### config.mk
export PLATFORM = sky130hd
export DESIGN_NAME = bus_arbiter_rr
export DESIGN_NICKNAME = d
export VERILOG_FILES = /design/src/rtl/bus_arbiter_pkg.sv /design/src/rtl/bus_arbiter_rr_pick.sv /design/src/rtl/bus_arbiter_rr.sv
export SDC_FILE = /design/constraint.sdc
export NUM_CORES = 1
export LEC_CHECK = 0
export ABC_AREA = 1
export CAP_MARGIN = 20
export CORE_UTILIZATION = 33
export DETAILED_ROUTE_END_ITERATION = 8
export PLACE_DENSITY_LB_ADDON = 0.05
export SYNTH_ARGS = -nofsm -noshare
export SYNTH_HDL_FRONTEND = slang
export SYNTH_HIERARCHICAL = 1
export SYNTH_SLANG_ARGS = --single-unit
export TNS_END_PERCENT = 1
### constraint.sdc
create_clock -name clk -period 3.5 [get_ports clk]
set_clock_uncertainty 0.1 [all_clocks]
set_input_delay 0.525 -clock clk [delete_from_list [all_inputs] [get_ports clk]]
set_output_delay 0.525 -clock clk [all_outputs]
set_load 0.01 [all_outputs]
### src/rtl/bus_arbiter_pkg.sv
// Shared definitions for the round-robin/fixed-priority system bus arbiter:
// state encodings, grant/free polarities, arbitration modes, default burst sizes.
package bus_arbiter_pkg;

   typedef enum logic [1:0] {
      ST_IDLE = 2'd0,
      ST_BUSY = 2'd1,
      ST_GAP  = 2'd2
   } arb_state_t;

   localparam logic GRANT_ENABLE  = 1'b1;
   localparam logic GRANT_DISABLE = 1'b0;
   localparam logic FREE_ENABLE   = 1'b1;

   localparam logic ARB_MODE_FIXED = 1'b0;
   localparam logic ARB_MODE_RR    = 1'b1;

   // Default burst lengths in words for the legacy masters.
   localparam logic [7:0] WORDS_IO      = 8'd1;
   localparam logic [7:0] WORDS_L2CACHE = 8'd8;
   localparam logic [7:0] WORDS_UNCACHE = 8'd4;

endpackage

### src/rtl/bus_arbiter_rr_pick.sv
// Combinational winner picker: lowest asserted request at or after a start
// index, searched cyclically; fixed-priority mode always starts at index 0.
module rr_pick
   import bus_arbiter_pkg::*;
#(
   parameter int N     = 4,
   parameter int IDX_W = 3
) (
   input  logic [N-1:0]     i_req,
   input  logic [IDX_W-1:0] i_ptr,
   input  logic             i_mode,
   output logic             o_valid,
   output logic [IDX_W-1:0] o_winner
);

   always_comb begin
      int start;
      int idx;
      o_valid  = 1'b0;
      o_winner = '0;
      start    = (i_mode == ARB_MODE_RR) ? int'(i_ptr) : 0;
      idx      = 0;
      // Scan from the farthest offset down so the nearest hit is written last.
      for (int k = N - 1; k >= 0; k--) begin
         idx = start + k;
         if (idx >= N) idx = idx - N;
         if (i_req[idx]) begin
            o_valid  = 1'b1;
            o_winner = IDX_W'(idx);
         end
      end
   end

endmodule

### src/rtl/bus_arbiter_rr.sv
// System bus arbiter for NUM_MASTERS requesters with runtime fixed/round-robin
// selection, owner-only release, a turnaround gap and a tenure watchdog.
module bus_arbiter_rr
   import bus_arbiter_pkg::*;
#(
   parameter int NUM_MASTERS = 4,
   parameter int WORD_W      = 8,
   parameter int TIMEOUT     = 1024,
   parameter int ID_W        = 3
) (
   input  logic                          clk,
   input  logic                          resetn,
   input  logic [NUM_MASTERS-1:0]        req,
   input  logic [NUM_MASTERS-1:0]        free,
   input  logic                          rr_mode,
   input  logic [NUM_MASTERS*WORD_W-1:0] word_cfg,
   output logic [NUM_MASTERS-1:0]        grant,
   output logic [ID_W-1:0]               grant_id,
   output logic [WORD_W-1:0]             word_number,
   output logic                          busy,
   output logic                          timeout_err,
   output arb_state_t                    dbg_state
);

   // Watchdog only needs to reach TIMEOUT-1; with TIMEOUT=0 it free-runs unused.
   localparam int WD_W = (TIMEOUT > 1) ? $clog2(TIMEOUT) : 1;
   localparam logic [WD_W-1:0] WD_LAST = WD_W'((TIMEOUT > 0) ? TIMEOUT - 1 : 0);

   arb_state_t             r_state, w_state_nxt;
   logic [NUM_MASTERS-1:0] r_grant, w_grant_nxt;
   logic [ID_W-1:0]        r_grant_id, w_grant_id_nxt;
   logic [WORD_W-1:0]      r_words, w_words_nxt;
   logic                   r_busy, w_busy_nxt;
   logic                   r_tmo, w_tmo_nxt;
   logic [ID_W-1:0]        r_ptr, w_ptr_nxt;
   logic [WD_W-1:0]        r_wdog, w_wdog_nxt;

   logic                   w_pick_valid;
   logic [ID_W-1:0]        w_winner;
   logic [WORD_W-1:0]      w_cfg_sel;
   logic                   w_free_hit;
   logic                   w_wdog_expired;

   rr_pick #(
      .N     (NUM_MASTERS),
      .IDX_W (ID_W)
   ) u_pick (
      .i_req    (req),
      .i_ptr    (r_ptr),
      .i_mode   (rr_mode),
      .o_valid  (w_pick_valid),
      .o_winner (w_winner)
   );

   assign w_cfg_sel      = word_cfg[int'(w_winner)*WORD_W +: WORD_W];
   // grant is one-hot, so masking free with it selects the owner's release only.
   assign w_free_hit     = ((|(free & r_grant)) == FREE_ENABLE);
   assign w_wdog_expired = (TIMEOUT != 0) && (r_wdog == WD_LAST);

   always_comb begin
      w_state_nxt    = r_state;
      w_grant_nxt    = r_grant;
      w_grant_id_nxt = r_grant_id;
      w_words_nxt    = r_words;
      w_busy_nxt     = r_busy;
      w_tmo_nxt      = 1'b0;
      w_ptr_nxt      = r_ptr;
      w_wdog_nxt     = r_wdog;
      unique case (r_state)
         ST_IDLE: begin
            w_grant_nxt    = {NUM_MASTERS{GRANT_DISABLE}};
            w_grant_id_nxt = '0;
            w_busy_nxt     = 1'b0;
            if (w_pick_valid) begin
               w_state_nxt    = ST_BUSY;
               w_grant_nxt    = {{(NUM_MASTERS-1){GRANT_DISABLE}}, GRANT_ENABLE} << w_winner;
               w_grant_id_nxt = w_winner;
               w_words_nxt    = w_cfg_sel;
               w_busy_nxt     = 1'b1;
               w_wdog_nxt     = '0;
               w_ptr_nxt      = (w_winner == ID_W'(NUM_MASTERS - 1)) ? '0 : w_winner + 1'b1;
            end
         end
         ST_BUSY: begin
            w_wdog_nxt = r_wdog + 1'b1;
            if (w_free_hit || w_wdog_expired) begin
               w_state_nxt    = ST_GAP;
               w_grant_nxt    = {NUM_MASTERS{GRANT_DISABLE}};
               w_grant_id_nxt = '0;
               w_busy_nxt     = 1'b0;
               w_tmo_nxt      = !w_free_hit;
            end
         end
         ST_GAP: begin
            w_state_nxt = ST_IDLE;
         end
         default: begin
            w_state_nxt    = ST_IDLE;
            w_grant_nxt    = {NUM_MASTERS{GRANT_DISABLE}};
            w_grant_id_nxt = '0;
            w_busy_nxt     = 1'b0;
         end
      endcase
   end

   always_ff @(posedge clk or negedge resetn) begin
      if (!resetn) begin
         r_state    <= ST_IDLE;
         r_grant    <= '0;
         r_grant_id <= '0;
         r_words    <= '0;
         r_busy     <= 1'b0;
         r_tmo      <= 1'b0;
         r_ptr      <= '0;
         r_wdog     <= '0;
      end else begin
         r_state    <= w_state_nxt;
         r_grant    <= w_grant_nxt;
         r_grant_id <= w_grant_id_nxt;
         r_words    <= w_words_nxt;
         r_busy     <= w_busy_nxt;
         r_tmo      <= w_tmo_nxt;
         r_ptr      <= w_ptr_nxt;
         r_wdog     <= w_wdog_nxt;
      end
   end

   assign grant       = r_grant;
   assign grant_id    = r_grant_id;
   assign word_number = r_words;
   assign busy        = r_busy;
   assign timeout_err = r_tmo;
   assign dbg_state   = r_state;

endmodule

==> results of run 1 <==
==> layout make-up <==
class | count | area (um2)
Fill cell | 613 | 3140
Tap cell | 75 | 93.8
Sequential cell | 32 | 801
Clock buffer | 7 | 96.3
Clock inverter | 1 | 30.0
Inverter | 25 | 103
Multi-Input combinational cell | 227 | 1150
Timing Repair Buffer | 65 | 641
==> flip-flops by register name, indices dropped and copies added (netlist names) <==
| register | flops |
|---|---|
| r_wdog | 10 |
| r_ptr | 3 |
| busy | 1 |
| grant | 4 |
| dbg_state | 2 |
| timeout_err | 1 |
| word_number | 8 |
| grant_id | 3 |
==> synthesized netlist by cell type (all sizes together) <==
| cell | number | area (um2) |
|---|---|---|
| inv | 23 | 88.8 |
| nand3 | 24 | 145 |
| dfrtp | 32 | 801 |
| a21oi | 5 | 25.0 |
| nor2 | 31 | 155 |
| ha | 8 | 100 |
| o21ai | 26 | 130 |
| xor2 | 2 | 17.5 |
| or2 | 1 | 6.26 |
| nor4 | 1 | 6.26 |
| clkbuf | 1 | 5.00 |
| clkinv | 2 | 13.8 |
| buf | 6 | 55.1 |
| a31oi | 1 | 6.26 |
| nand4 | 1 | 6.26 |
| nor3 | 3 | 20.0 |
| nand2 | 114 | 473 |
| o22ai | 10 | 62.6 |
==> through the flow <==
step / std cells / utilization / worst slack, ns
floorplan: 291 / - / 1.10
global placement: 424 / 0.461 / 0.341
detailed placement: 424 / 0.461 / 0.340
CTS: 432 / 0.481 / 0.635
global route: 432 / 0.481 / 0.434
finish: 432 / 0.481 / 0.679
==> worst reg2reg max path: stages, from the launching register on <==
cell and delay (ns):
dfrtp_1 0.47, nand2_4 0.17, clkinv_4 0.09, ha_1 0.30, inv_1 0.06, nand3_1 0.10, nand2_2 0.10, nor2_1 0.05
nand3_1 0.13, nand2_4 0.11, nor2_4 0.22, inv_4 0.15, nor2_8 0.20, nand2_1 0.11, nand2_1 0.07
==> power breakdown <==
group	total [mW]	internal (mW)	switching [mW]	leakage (nW)
combinational	1.31	0.524	0.784	0.924
clock	0.396	0.251	0.145	0.0645
sequential	0.602	0.501	0.101	0.417
total	2.31	1.28	1.03	1.41
==> cell families (layout without fill, tap and decap cells) <==
kind of cell	Yosys count	after routing	synth area share
AND/OR/NAND/NOR	175	175	0.384
AO/OA/AOI/OAI	42	42	0.106
flip-flops	32	32	0.378
buffers and inverters	32	98	0.0768
adder cells (fa/ha/maj)	8	8	0.0473
XOR/XNOR	2	2	0.00828
==> routing by layer <==
layer / vias to the layer above / wire, um / track usage
met5: - / 0 / 0
met1: 941 / 2530 / 0.221
met4: 0 / 62 / 0.0702
met2: 46 / 2560 / 0.292
met3: 4 / 171 / 0.0330
li1: 1068 / - / -
==> worst max-delay path by stage <==
| stage | endpoint | slack, ns | cells past startpoint |
|---|---|---|---|
| 3_3_place_gp | grant[0] | 0.34 | 15 |
| 3_5_place_dp | grant[0] | 0.34 | 15 |
| 5_1_grt | grant[0] | 0.43 | 15 |
| 4_1_cts | grant[0] | 0.64 | 15 |
| 2_1_floorplan | r_ptr[1] | 1.10 | 16 |
| 6_report | grant[0] | 0.68 | 15 |
==> results.md, run 1 <==
* Setup violators final at 0
* Depth of the most critical reg-to-reg path at 14
* CP required at 3.62 ns
* WHS Endpoint: grant_id[1]
* Clock Sinks at 32
* Core Area at 6060 um2
* Max Transition Viols Final at 0
* Status: finished clean
* Commonest cells after routing, fill and taps aside: 102 x nand2_1, 61 x clkdlybuf4s50_1, 32 x dfrtp_1
* Initial Util at 0.349
* CP Launch Point: rr_mode
* First-pass GRT wire length at 8.82 mm
* R2r endpoint: grant[0]
* CTS buffer count at 5
* Cts-stage hold buffer count at 0
* Routed vias/inst at 4.77
* RD Place Congestion at 0.858
* Ant. Diodes at 0
* Gr ovfl total at 0
* Worst-Margin Slew at 0.428 ns
* Max Clock Freq at 354 MHz
* Routed wire per std cell at 12.3 um
* WP buf/inv at 4
* Maximum buffer depth of the clock tree at 2
* Largest net degree at the start of global routing at 33
* Die area at 6740 um2
* Total number of vias at 2059
* Die width at 82.1 um
* Chip height at 82.1 um
* Nets at 407
* Post-DP HPWL at 3.96 mm
* Hold_sp: grant_id[1]
* Max_cap viols at 0
* Final hold slack at 0.374 ns
* RSZ-0062 raised after global routing: no
* Buffers on Ports at 61
* Root Buffer: clkbuf_8
* Number of global-route vias before repair at 1925
* Most common cell after layout, fill and taps aside: nand2_1
* Critical path launch point type: input port
* Net Count, Synth at 342
* Crit-path max cell delay at 0.54 ns
* R2r setup slk at 1.00 ns
* Detailed Route Iter0 Violations at 94
* Slew margin rel. at 0.715
* DRC errors left at 0
* Post-CTS Setup Bufs at 0
* Yosys Warn Count at 6
* Cells after Synth at 291
* I/O pin count at 62
* Routed WL at 5.32 mm
* PD cells at 790 nW/um2
* Worst hold stages at 2
* Initial antenna violation count at 0
* Post-synthesis area per instance at 7.28 um2
* Design Area, Final at 2920 um2
* Crit path cell chain: clkdlybuf4s50_1, nand2_4, clkinv_4, ha_1, inv_1, nand3_1, nand2_2, nor2_1, nand3_1, nand2_4, nor2_4, inv_4, nor2_8, nand2_1, nand2_1
* First-pass iteration count of the detailed router at 4
* Family with the most delay on the worst path: simple AND/OR/NAND/NOR gates
* Final min period at 2.82 ns
* Reg-to-Reg Start: r_ptr[0]
* Sequential share of the synthesized area at 0.378
* All-layer global routing usage at 0.175
* Post_cts resized at 0
* Worst Setup End Kind: flip-flop
* Layout cells sized above 1 at 0.120
* Final antenna-violating net count at 0
* Clk_lat worst skew at 0.28 ns
* Crit share post-route at 0.806
* Placed inst area at 2790 um2
* Setup TNS at 0 ns
* Post-Syn Area at 2120 um2
* Max VDD drop at 0.424 mV
* Seq cells post-synth at 32
* Design Power at 2.31 mW
* TritonCTS clock tree: done
* Fin. Hold Viols at 0
* Arrival @ worst endpoint at 2.94 ns
* Worst path slowest cell: clkdlybuf4s50_1
* Core Rows at 28
* Leakage at 1.41 nW
* Worst-path fanout max at 14
* Max H-tree Level at 2
* Syn-to-layout area delta at 37.8%
* CTS clk-pin slew, worst paths at 0.07 ns
* Unique masters post-synth at 30
* WS Path Type: input port to flip-flop
* Min-delay worst type: flip-flop to flip-flop
Power figures use the tool's default switching activity.
==> run 2: changes to the inputs <==
==> constraint.sdc (replaced) <==
create_clock -name clk -period 2.4 [get_ports clk]
set_clock_uncertainty 0.1 [all_clocks]
set_input_delay 0.36 -clock clk [delete_from_list [all_inputs] [get_ports clk]]
set_output_delay 0.36 -clock clk [all_outputs]
set_load 0.01 [all_outputs]
==> run 2 against run 1 <==
Non-clock buffer count grew 20. Via count grew 2.7%. First-iteration DRC count shrank 30%. Cell count grew 4.6%. Largest cell class unchanged. Highest routed layer unchanged.
==> results.md, run 2 (synthesis results as in run 1) <==
* Design Area, Final at 3050 um2
* Reg-to-Reg Start: r_ptr[1]
* Crit path cell chain: nand2_4, inv_1, ha_1, inv_1, nand3_1, nand2_2, nor2_1, nand3_1, nand2_4, nor2_4, inv_4, nor2_8, nand2_1, nand2_1
* Final hold slack at 0.374 ns
* Root Buffer: clkbuf_8
* Chip height at 82.1 um
* Maximum buffer depth of the clock tree at 2
* Family with the most delay on the worst path: simple AND/OR/NAND/NOR gates
* Max Transition Viols Final at 0
* CP required at 2.52 ns
* Post-layout util at 0.504
* Reg area at 802 um2
* Worst Setup End Kind: flip-flop
* Die width at 82.1 um
* Clk_lat worst skew at 0.29 ns
* RD Place Congestion at 0.865
* Core Rows at 28
* Depth of the most critical reg-to-reg path at 14
* Setup violators final at 0
* Worst-path fanout max at 13
* Total number of vias at 2115
* Routed wire per std cell at 11.9 um
* Worst-Margin Slew at 0.421 ns
* Die area at 6740 um2
* Clock Sinks at 32
* RSZ-0062 raised after global routing: no
* Routed vias/inst at 4.68
* First-pass GRT wire length at 9.00 mm
* First-pass iteration count of the detailed router at 4
* Pint at 1.93 mW
* Max VDD drop at 0.576 mV
* Syn-to-layout area delta at 44.2%
* Number of global-route vias before repair at 1974
* Initial antenna violation count at 0
* Max Clock Freq at 458 MHz
* I/O pin count at 62
* Net Sw Frac at 0.446
* Max reg flops at 10
* Most common cell after layout, fill and taps aside: nand2_1
* Design Power at 3.49 mW
* TritonCTS clock tree: done
* Post-CTS Setup Bufs at 0
* DRC errors left at 0
* WS Path Type: flip-flop to flip-flop
* Layout cells sized above 1 at 0.175
* Commonest cells after routing, fill and taps aside: 101 x nand2_1, 60 x clkdlybuf4s50_1, 31 x dfrtp_1
* Post-DP HPWL at 4.20 mm
* R2r setup slk at 0.22 ns
* Fin. Hold Viols at 0
* Combinational share of power at 0.623
* Status: finished clean
* R2r endpoint: grant[0]
* All-layer global routing usage at 0.177
* Core Area at 6060 um2
* Worst path slowest cell: dfrtp_2
* Nets at 427
* Switching power at 1.56 mW
* Buffers on Ports at 61
* Placed inst area at 2940 um2
* Final antenna-violating net count at 0
* Slew margin rel. at 0.720
* Initial Util at 0.349
* Min-delay worst type: input port to async pin
* Fillcell total at 608
* Leakage at 1.50 nW
* Arrival @ worst endpoint at 2.31 ns
* CTS buffer count at 5
* Max H-tree Level at 2
* Routed WL at 5.38 mm
* Final min period at 2.18 ns
* Crit share post-route at 0.910
* CTS clk-pin slew, worst paths at 0.07 ns
* Ant. Diodes at 0
* Area of the multi-input gates at 1170 um2
* Max_cap viols at 0
* Crit-path max cell delay at 0.45 ns
* Critical path launch point type: flip-flop
* Detailed Route Iter0 Violations at 66
* Top reg by flops: r_wdog
* Largest net degree at the start of global routing at 33
* WP buf/inv at 3
* Clock power frac at 0.124
* PD cells at 1140 nW/um2
* Gr ovfl total at 0
* Sequential power share at 0.253
==> run 2: changes by cell type in the layout (fill, tap and decap cells not counted), moves of 2 or more <==
cell      change
o21ai_0       -5
o21ai_2       +2
o21ai_1       +3
clkbuf_1      +2
buf_4        +20
==> run 2: per-layer routing <==
layer  GRT usage  wire (um)  vias to the layer above
met5           0          0                        -
met1       0.224       2470                      941
met4      0.0702         99                        0
li1            -          -                     1113
met3      0.0385        222                        8
met2       0.291       2590                       53
==> run 2: area by class of cell <==
type	instances	area share
clock buffers	8	0.0295
multi-input cells	227	0.384
well taps	75	0.0307
flip-flops and latches	32	0.263
repair buffers	85	0.260
inverters	25	0.0336
==> run 2: worst reg2reg max path: cells and delay by family (launching register included) <==
kind	cells	cell delay, ns
buf+inv	3	0.17
simple gates	10	1.09
flops	1	0.45
fa+ha+maj	1	0.30
==> run 2: power groups by stage <==
stage | Combinational (mW) | Clock, mW | Sequential, mW
detailed placement | 2.16 | 0 | 0.886
floorplan | 1.29 | 0 | 0.922
CTS | 2.17 | 0.447 | 0.879
global placement | 2.15 | 0 | 0.881
finish | 2.17 | 0.433 | 0.881
global route | 2.47 | 0.475 | 0.910
==> run 2: how the worst max path moves through the flow <==
stage | start | endpoint | slack (ns) | cells after the start
after floorplan | r_ptr[0] | r_ptr[1] | 0.06 | 16
after global placement | rr_mode | word_number[7] | -0.26 | 17
after detailed placement | rr_mode | word_number[7] | -0.28 | 17
after CTS | rr_mode | word_number[7] | 0.02 | 17
after global routing | r_ptr[1] | word_number[0] | 0.0006 | 16
final | r_ptr[1] | grant[0] | 0.22 | 14
==> run 2: repair_timing <==
action                                  CTS  global route
gates resized for setup                   0            12
endpoints found under the setup margin    0            20
endpoints found under the hold margin     0             0
hold buffers                              0             0
==> run 2: stage by stage <==
stage | std cells | setup TNS [ns] | setup slack (ns)
after global routing | 452 | 0 | 0.000574
after global placement | 444 | -4.10 | -0.256
after floorplan | 291 | 0 | 0.0606
after detailed placement | 444 | -4.91 | -0.284
after CTS | 452 | 0 | 0.0186
final | 452 | 0 | 0.215
==> run 3: changes to the inputs <==
--- a/config.mk
+++ b/config.mk
@@ -6,6 +6,7 @@
 export NUM_CORES = 1
 export LEC_CHECK = 0
 export ABC_AREA = 1
+export ABC_CLOCK_PERIOD_IN_PS = 2400
 export CAP_MARGIN = 20
 export CORE_UTILIZATION = 33
 export DETAILED_ROUTE_END_ITERATION = 8
==> constraint.sdc (replaced) <==
create_clock -name clk -period 2.4 [get_ports clk]
set_clock_uncertainty 0.1 [all_clocks]
set_input_delay 0.72 -clock clk [delete_from_list [all_inputs] [get_ports clk]]
set_output_delay 0.72 -clock clk [all_outputs]
set_load 0.01 [all_outputs]
==> run 3 against run 2 <==
Via count is 2.6% higher. Routed wire length is 9.1% higher. Global-route usage is 1.0 points higher. Sequential cell count stayed put. Critical endpoint is now word_number[5]. Setup slack worse by 0.12 ns. Critical path depth is 2 higher. Fmax is 5.1% lower. Sequential power is 2% higher. Non-clock buffer count is 8 higher. Clock power is 3% higher. Die area stayed put.
==> results.md, run 3 (synthesis results as in run 1) <==
* Status: finished clean
* Initial antenna violation count at 0
* R2r setup slk at 0.19 ns
* Detailed Route Iter0 Violations at 63
* Buffers on Ports at 61
* Clk_lat worst skew at 0.28 ns
* Reg-to-Reg Start: r_ptr[0]
* Max reg flops at 10
* Placed inst area at 3020 um2
* R2r endpoint: word_number[5]
* Max VDD drop at 0.717 mV
* Depth of the most critical reg-to-reg path at 15
* Cts-stage hold buffer count at 0
* Root Buffer: clkbuf_8
* Crit path top cell by count: nand2_2
* RD Place Congestion at 0.791
* Design Power at 3.86 mW
* Final min period at 2.30 ns
* CP Launch Point: rr_mode
* Most common cell after layout, fill and taps aside: nand2_1
* Family with the most delay on the worst path: simple AND/OR/NAND/NOR gates
* Gr ovfl total at 0
* Number of global-route vias before repair at 2048
* Die area at 6740 um2
* Crit. path cell count at 16
* I/O pin count at 62
* Post-DP HPWL at 4.30 mm
* Min-delay worst type: flip-flop to flip-flop
* Slew margin rel. at 0.721
* Final antenna-violating net count at 0
* Nets at 436
* Die width at 82.1 um
* Setup TNS at 0 ns
* Syn-to-layout area delta at 56.4%
* Clock Sinks at 32
* Post-layout util at 0.546
* Total number of vias at 2170
* All-layer global routing usage at 0.187
* Max Transition Viols Final at 0
* Net Sw Frac at 0.449
* Leakage at 1.60 nW
* First-pass iteration count of the detailed router at 4
* Max Clock Freq at 434 MHz
* Combinational share of power at 0.652
* CP required at 2.47 ns
* Crit path cell chain: buf_4, nand2_8, clkinv_8, ha_4, inv_2, nand3_2, nand2_2, nand3_2, nand2_2, nand2_2, nand2_4, inv_8, o21ai_0, o22ai_2, nand2_1, nand2_1
* Crit-path max cell delay at 0.24 ns
* Fin. Hold Viols at 0
* Commonest cells after routing, fill and taps aside: 95 x nand2_1, 56 x clkdlybuf4s50_1, 32 x dfrtp_1
* Worst path slowest cell: ha_4
* DRC errors left at 0
* Sequential power share at 0.232
* TritonCTS clock tree: done
* First-pass GRT wire length at 9.44 mm
* Maximum buffer depth of the clock tree at 2
* Chip height at 82.1 um
* Ant. Diodes at 0
* Clock power frac at 0.116
* Routed wire per std cell at 12.8 um
* Top reg by flops: r_wdog
* Worst Setup End Kind: flip-flop
* Setup violators final at 0
* Layout cells sized above 1 at 0.260
* WP buf/inv at 4
* Worst setup path endpoint: word_number[5]
* Core Rows at 28
* CTS clk-pin slew, worst paths at 0.06 ns
* Placement Setup Slack at -0.637 ns
* WS Path Type: input port to flip-flop
* Initial Util at 0.349
* Largest net degree at the start of global routing at 33
* CTS buffer count at 5
* Switching power at 1.73 mW
* Routed WL at 5.87 mm
* Design Area, Final at 3310 um2
* Crit share post-route at 0.959
* Core Area at 6060 um2
* Worst-Margin Slew at 0.419 ns
* Critical path launch point type: input port
* PD cells at 1160 nW/um2
* Max_cap viols at 0
* Final WS setup at 0.0977 ns
* Routed vias/inst at 4.72
* Max H-tree Level at 2
* Arrival @ worst endpoint at 2.38 ns
* Pint at 2.13 mW
* Worst-path fanout max at 18
-- run 3: changes by cell type in the layout (fill, tap and decap cells not counted), sizes merged --
cell           change
buf                +9
clkdlybuf4s50      -4
dlymetal6s2s       +3
clkbuf             -1
nor2               +1
-- run 3: worst min-delay path by stage --
stage / startpoint / end / slack (ns) / depth (start not counted)
after global placement: grant_id[0] / grant_id[0] / 0.36 / 2
after global routing: word_number[1] / word_number[1] / 0.42 / 2
after CTS: word_number[2] / word_number[2] / 0.39 / 2
after detailed placement: busy / busy / 0.37 / 2
after floorplan: resetn / busy / 0.32 / 0
final: word_number[2] / word_number[2] / 0.38 / 2
-- run 3: cell type report --
class	count	area, um2
inverters	25	121
clock buffers	7	96.3
repair buffers	93	871
fillers	579	2750
flip-flops and latches	32	801
well taps	75	93.8
multi-input cells	228	1330
-- run 3: through the flow --
stage | hold WS [ns] | cells
floorplan | 0.324 | 291
global placement | 0.357 | 446
detailed placement | 0.370 | 446
CTS | 0.390 | 460
global route | 0.415 | 460
finish | 0.379 | 460
-- run 3: timing repair --
action,in CTS,in global routing
gates cloned,2,0
setup buffers,5,1
endpoints found under the setup margin,30,26
pin swaps,10,22
gates resized for setup,22,33
-- run 3: routing by layer --
metal	global-route usage	vias up	wire length, um
li1	-	1140	-
met3	0.0440	4	182
met1	0.242	990	2670
met2	0.309	36	2970
met5	0	-	0
met4	0.0544	0	50
-- run 3: worst min-delay path, cell delays in order, from the launching register on --
cell and delay [ns]:
dfrtp_1 0.35, nand2_1 0.06, nand2_1 0.05
-- run 3: power groups by stage --
stage	clock network, mW	registers [mW]	logic (mW)
floorplan	0	0.935	1.34
global placement	0	0.916	2.21
detailed placement	0	0.905	2.22
CTS	0.457	0.900	2.42
global route	0.483	0.925	2.80
finish	0.448	0.895	2.51
